File: config.mk
export PLATFORM = sky130hd
export DESIGN_NAME = tdm_demux
export DESIGN_NICKNAME = d
export VERILOG_FILES = /design/src/rtl/tdm_pkg.sv /design/src/rtl/tdm_slot_ctr.sv /design/src/rtl/tdm_demux.sv
export SDC_FILE = /design/constraint.sdc
export NUM_CORES = 1
export LEC_CHECK = 0
export ABC_AREA = 1
export CAP_MARGIN = 40
export CORE_MARGIN = 1.5
export CORE_UTILIZATION = 40
export CTS_CLUSTER_SIZE = 28
export DETAILED_ROUTE_END_ITERATION = 10
export DONT_BUFFER_PORTS = 1
export GPL_TIMING_DRIVEN = 0
export HOLD_SLACK_MARGIN = 0.05
export PLACE_DENSITY = 0.63
export SYNTH_ARGS = -nofsm -noshare
export SYNTH_HDL_FRONTEND = slang
export SYNTH_SLANG_ARGS = --single-unit
File: constraint.sdc
create_clock -name clk -period 2.4 [get_ports clk]
set_clock_uncertainty 0.15 [all_clocks]
set_input_delay 0.48 -clock clk [delete_from_list [all_inputs] [get_ports clk]]
set_output_delay 0.48 -clock clk [all_outputs]
set_load 0.02 [all_outputs]
File: src/rtl/tdm_pkg.sv
// Shared definitions for the TDM link: frame FSM states, default link geometry
// and the channel bit-offset helper used by both the mux and the demux.
package tdm_pkg;

  typedef enum logic {HUNT, FILL} state_t;

  localparam int unsigned TDM_NUM_CH = 4;
  localparam int unsigned TDM_DATA_W = 8;

  function automatic int unsigned ch_offset(input int unsigned ch,
                                            input int unsigned data_w);
    return ch * data_w;
  endfunction

endpackage

File: src/rtl/tdm_slot_ctr.sv
// Slot counter for the TDM demux: restarts at 1 on an accepted start-of-frame
// beat and wraps to 0 after the last channel.
module tdm_slot_ctr #(
  parameter int unsigned NUM_CH = 4
) (
  input  logic                      clk,
  input  logic                      rst_n,
  input  logic                      restart,
  input  logic                      advance,
  output logic [$clog2(NUM_CH)-1:0] slot,
  output logic                      last
);

  localparam int unsigned SLOT_W = $clog2(NUM_CH);

  assign last = (slot == SLOT_W'(NUM_CH - 1));

  always_ff @(posedge clk or negedge rst_n) begin
    if (!rst_n) begin
      slot <= '0;
    end else if (restart) begin
      slot <= SLOT_W'(1);
    end else if (advance) begin
      slot <= last ? '0 : slot + 1'b1;
    end
  end

endmodule

File: src/rtl/tdm_demux.sv
// TDM link receiver: collects one sample per beat into a shadow frame and
// publishes complete frames on a registered valid/ready output.
module tdm_demux
  import tdm_pkg::*;
#(
  parameter int unsigned NUM_CH = TDM_NUM_CH,
  parameter int unsigned DATA_W = TDM_DATA_W
) (
  input  logic                     clk,
  input  logic                     rst_n,
  input  logic                     in_valid,
  input  logic [DATA_W-1:0]        in_data,
  input  logic                     in_sof,
  output logic                     in_ready,
  output logic                     out_valid,
  output logic [NUM_CH*DATA_W-1:0] out_data,
  input  logic                     out_ready,
  output logic                     frame_err
);

  localparam int unsigned SLOT_W = $clog2(NUM_CH);

  state_t                     state;
  logic [SLOT_W-1:0]          slot;
  logic                       last;
  logic                       accept;
  logic                       restart;
  logic                       advance;
  logic                       complete;
  logic [DATA_W-1:0]          shadow [NUM_CH];
  logic [NUM_CH*DATA_W-1:0]   frame_next;

  // Only the last slot can stall: it is the one beat that overwrites out_data.
  always_comb begin
    in_ready = 1'b1;
    if (state == FILL && last) begin
      in_ready = !(out_valid && !out_ready);
    end
  end

  assign accept   = in_valid && in_ready;
  assign restart  = accept && in_sof;
  assign advance  = accept && !in_sof && (state == FILL) && (slot != '0);
  assign complete = advance && last;

  for (genvar k = 0; k < NUM_CH - 1; k++) begin : g_frame
    assign frame_next[ch_offset(k, DATA_W) +: DATA_W] = shadow[k];
  end
  assign frame_next[ch_offset(NUM_CH - 1, DATA_W) +: DATA_W] = in_data;

  tdm_slot_ctr #(
    .NUM_CH (NUM_CH)
  ) u_slot_ctr (
    .clk     (clk),
    .rst_n   (rst_n),
    .restart (restart),
    .advance (advance),
    .slot    (slot),
    .last    (last)
  );

  always_ff @(posedge clk or negedge rst_n) begin
    if (!rst_n) begin
      state     <= HUNT;
      out_valid <= 1'b0;
      out_data  <= '0;
      frame_err <= 1'b0;
      for (int unsigned k = 0; k < NUM_CH; k++) begin
        shadow[k] <= '0;
      end
    end else begin
      frame_err <= 1'b0;
      if (out_valid && out_ready) begin
        out_valid <= 1'b0;
      end
      if (complete) begin
        out_valid <= 1'b1;
        out_data  <= frame_next;
      end
      if (accept) begin
        if (in_sof) begin
          shadow[0] <= in_data;
          state     <= FILL;
          if (state == FILL && slot != '0) begin
            frame_err <= 1'b1;
          end
        end else if (state == FILL) begin
          if (slot == '0) begin
            frame_err <= 1'b1;
            state     <= HUNT;
          end else if (!last) begin
            shadow[slot] <= in_data;
          end
        end
      end
    end
  end

endmodule

=== Word level (Yosys, flattened, before mapping) ===
Cells that the tools add are included.

* Register bits: 69

* Add/sub/neg operators: 1
* Magnitude comparators: 2
* Eq/ne operators: 3
* Muxes and demuxes: 21
* Bitwise logic cells: 4
* Reduce and logical (&&, ||, !) cells: 21

{| class="wikitable"
|+ Operators with widths
! kind !! count
|-
| $mux 32 || 3
|-
| $bwmux 32 || 1
|-
| $demux 8 s2 || 1
|-
| $mux 8 || 2
|-
| $logic_and 1x1->1 || 11
|-
| $mux 1 || 11
|-
| $reduce_bool 2->1 || 4
|-
| $mux 2 || 3
|-
| $reduce_and 5->1 || 1
|-
| $ne 2x2->1 const B || 2
|-
| $reduce_and 4->1 || 1
|-
| $ge 3x3->1 const B || 1
|-
| $logic_not 1->1 || 3
|-
| $lt 3x1->1 const B || 1
|-
| $not 1->1 || 3
|-
| $not 2->3 || 1
|-
| $add 2x1->2 const B || 1
|-
| $eq 2x2->1 const B || 1
|-
| $logic_not 2->1 || 1
|}

=== Longest topological paths before layout ===
* Word-level depth: 10
* Depth in mapped cells: 9

=== Hierarchy ===
A second synthesis with hierarchy kept.

* Cells, all modules: 289
* Area total of the unflattened synthesis: 2565.0 um2

{| class="wikitable"
|+ By module, submodules not included
! module !! instances !! cells an instance !! area an instance (um2)
|-
| tdm_demux || 1 || 278 || 2463.6
|-
| tdm_slot_ctr || 1 || 11 || 101.3
|}

=== Worst setup path before layout ===
No wires, ideal clock.

* Path type: register to register
* From: register u_slot_ctr.slot[0]
* To: register shadow (netlist bit frame_next[0])
* Setup time: 116 ps
* Arrival: 1488 ps
* Required time: 2134 ps
* Slack: 646 ps
* Stages on the path, launching flop included: 10
* Path through: dfrtp_1 > ha_1 > nand2_2 > inv_2 > nand2_1 > nand2_1 > nor2_4 > nand2_4 > nand2_1 > nand2_1

* Elaborated cells on any way between the ends: 19
* Those cells by class: order compare: 2; eq/ne: 3; mux: 8; bitwise: 1; reduce/logical: 5

{| class="wikitable"
|+ RTL lines
! element !! line !! RTL
|-
| from (decl) || tdm_slot_ctr.sv:10 || <nowiki>output logic [$clog2(NUM_CH)-1:0] slot,</nowiki>
|-
| from (signal assigned) || tdm_slot_ctr.sv:24 || <nowiki>slot <= last ? '0 : slot + 1'b1;</nowiki>
|-
| $eq 2x2->1 || tdm_slot_ctr.sv:16 || <nowiki>assign last = (slot == SLOT_W'(NUM_CH - 1));</nowiki>
|-
| $logic_and 1x1->1 || tdm_demux.sv:36 || <nowiki>if (state == FILL && last) begin</nowiki>
|-
| $mux 1 || tdm_demux.sv:36 ||
|-
| net in_ready || tdm_demux.sv:14 || <nowiki>output logic in_ready,</nowiki>
|-
| $logic_and 1x1->1 || tdm_demux.sv:41 || <nowiki>assign accept = in_valid && in_ready;</nowiki>
|-
| $reduce_and 4->1 (no line) || - ||
|-
| to (signal, indexed assignment) || tdm_demux.sv:92 || <nowiki>shadow[slot] <= in_data;</nowiki>
|-
| to (decl) || tdm_demux.sv:30 || <nowiki>logic [DATA_W-1:0] shadow [NUM_CH];</nowiki>
|}

The timed path passes the listed nets, and every way through them passes these cells. The select of a mux whose other input is x is not followed.
A chain may end at the register's enable or synchronous reset.

=== Final worst setup path ===
* From: register u_slot_ctr.slot[0]
* To: output port in_ready

* Cells in the longest elaborated chain, start to end: 3

{| class="wikitable"
|+ Ends and longest elaborated chain
! element !! line
|-
| $eq 2x2->1 || tdm_slot_ctr.sv:16
|-
| $logic_and 1x1->1 || tdm_demux.sv:36
|-
| $mux 1 || tdm_demux.sv:36
|-
| to (decl) || tdm_demux.sv:14
|}

No other way between the ends.

==> results.toml <==
[grt]
busiest_layer = "met2"
antenna_found_initial = 0
grt_use_total_pct = 18.37
overflow = 0
grt_max_degree = 62
met3_usage_pct = 6.195
grt_pass1_vias = 2063
grt_util_met2_pct = 28.14
grtUsageMet1_pct = 22.84
grt_pass1_wl_mm = 10.22

[placed_design]
place_inst = 379
dp_hpwl_mm = 4.020
portBuffers = 0
gp_congestion = 0.8172

[floorplan]
die_x_microns = 84.53
rows = 29
die-area_sq_um = 7145
die_h_microns = 84.53
ios = 48
core-area_sq_um = 6386
start_util_pct = 41.63

[min_path]
min_path_type = "primary input to register"

[finish]
area_delta_synth_final_pct = 11.01
mostFrequentLayoutCells = "nand2_1, dfrtp_1, nand3_1"
final_cells = 397
mostFrequentLayoutCell = "nand2_1"
insertedDiodeCount = 0
drive_above_1_share_pct = 11.56
num-fill-cells = 651
final_nets = 332

[critical_path]
cp.required_ns = 1.77
end_kind = "output pin"
max_stage_delay_ns = 0.41
cp_cell_sequence = "ha_1, nand2_2, inv_2, nand2_1"
slowest_stage = "dfrtp_1"
crit_type = "register to output pin"
arrival_ns = 1.38
path_max_fanout = 4
start_kind = "register"

[logic_synthesis]
ys_seq_elements = 61
netlist_area_sq_um = 2659
synth_nets = 319
ys_warn_count = 0
synth_area_per_cell_sq_um = 8.804
yosysSeqAreaShare_pct = 57.41
syn_inst = 302
synth.distinct_cells = 20

[cts]
cts.sinks = 61
path_clk_slew_ns = 0.06
clock-root-buffer = "clkbuf_8"
clockBufferDepth = 2
htreeDepth = 3
clk_latency_ns = 0.33
cts_tree = "yes"
post_cts_buffers = 0
cts_made_buffers = 9

[timing]
rsz0062_at_grt = "no"
fmax_ghz = 0.4982
min_period_over_period_pct = 83.64
min_period_ns = 2.007
hold_viol_final = 0
max_slew_margin_pct = 71.49
slew_violations = 0
finalSetupTns_ns = 0
setup_viol = 0
worst_pin_slew_ns = 0.4277

[drt]
drc_errors = 0
ant_nets = 0
drtIter0Drc = 121
wl_per_cell_microns = 14.79
drt_pass1_iterations = 4
via_count = 2017
via_per_inst = 5.081
wl_mm = 5.871

[power_and_ir_drop]
power_density_nw_per_um2 = 1126
p_leak_nw = 1.638
ir_worst_vdd_mv = 0.4734

[job]
max-cap-violations = 0

[run_status]
status = "finished clean"
sequential cells by signal, indices dropped and copies added (netlist names):
name / flops
frame_err: 1
out_valid: 1
out_data: 32
frame_next: 24
state: 1
u_slot_ctr.slot: 2
cell families after synthesis:
| kind of cell | synth area share, % |
|---|---|
| AO/OA/AOI/OAI | 2.447 |
| adder cells (fa/ha/maj) | 1.882 |
| buffers and inverters | 5.882 |
| flip-flops | 57.41 |
| AND/OR/NAND/NOR | 32.38 |
cell type report:
| cell class | count | area [sq um] | share of cell area, % |
|---|---|---|---|
| timing repair buffer | 2 | 37.54 | 1.272 |
| multi-input combinational | 207 | 975.9 | 33.06 |
| buffer | 15 | 85.08 | 2.883 |
| clock buffer | 11 | 131.4 | 4.451 |
| tap | 77 | 96.34 | 3.264 |
| inverter | 19 | 71.32 | 2.416 |
| clock inverter | 5 | 27.53 | 0.9326 |
| sequential | 61 | 1526 | 51.72 |
cell usage after synthesis:
| cell | count | share of area, % |
|---|---|---|
| nand2_4 | 1 | 0.42 |
| buf_4 | 3 | 0.85 |
| buf_2 | 8 | 1.5 |
| nor2_1 | 3 | 0.42 |
| a211oi_1 | 1 | 0.28 |
| nand3_1 | 44 | 8.3 |
| clkbuf_1 | 3 | 0.42 |
| nand4_1 | 16 | 3.8 |
| inv_2 | 3 | 0.42 |
| inv_1 | 16 | 2.3 |
| o21ai_2 | 1 | 0.33 |
| a21boi_4 | 1 | 0.71 |
| nor2_4 | 2 | 0.85 |
| nor3_4 | 1 | 0.61 |
| buf_6 | 1 | 0.42 |
| dfrtp_1 | 61 | 57 |
| ha_1 | 4 | 1.9 |
| nand2_2 | 1 | 0.24 |
| nand2_1 | 126 | 18 |
| o21ai_0 | 6 | 1.1 |
through the flow:
step	hold slack [ns]	cell area [sq um]	total power, mW	util, %	worst slack [ns]
after floorplan	0.03441	2659	2.381	-	0.6457
after global placement	0.03644	2755	2.534	43.14	0.4568
after detailed placement	0.03672	2755	2.570	43.14	0.4220
after CTS	0.09152	2952	3.368	46.22	0.3741
after global routing	0.1137	2952	3.562	46.22	0.2969
final	0.1014	2952	3.324	46.22	0.3927
power by group:
group / leakage [nW] / switching, mW / total (mW) / internal [mW]
clock: 0.0829 / 0.384 / 0.751 / 0.367
combinational: 0.753 / 0.420 / 0.655 / 0.235
sequential: 0.803 / 0.500 / 1.92 / 1.42
total: 1.64 / 1.30 / 3.32 / 2.02
layer usage:
metal | routed length (microns) | vias to the layer above | part of all wire (%)
li1 | - | 999 | -
met1 | 2543 | 945 | 43
met2 | 2759 | 60 | 47
met3 | 409 | 13 | 7.0
met4 | 158 | 0 | 2.7
met5 | 0 | - | 0
final timing paths:
kind	end	cells past startpoint	startpoint	slack, ns
max in group asynchronous	frame_next[10]	2	rst_n	1.34
min	out_valid	1	out_ready	0.10
min reg2reg	frame_next[2]	2	frame_next[2]	0.32
min in group asynchronous	state	2	rst_n	0.52
max	in_ready	4	u_slot_ctr.slot[0]	0.39
max reg2reg	out_data[3]	7	u_slot_ctr.slot[0]	0.43
worst max-delay path, delay by kind of cell (launching register included):
kind | cells | cell delay (ns)
AND/OR/NAND/NOR | 2 | 0.32
adder cells (fa/ha/maj) | 1 | 0.25
buffers and inverters | 1 | 0.06
flip-flops | 1 | 0.41
timing repair:
action | CTS | global route
hold buffers | 2 | 0
gates resized for setup | 0 | 0
setup endpoints to repair | 0 | 0
hold endpoints to repair | 61 | 0
No activity file was read; power rests on OpenSTA's default activity.
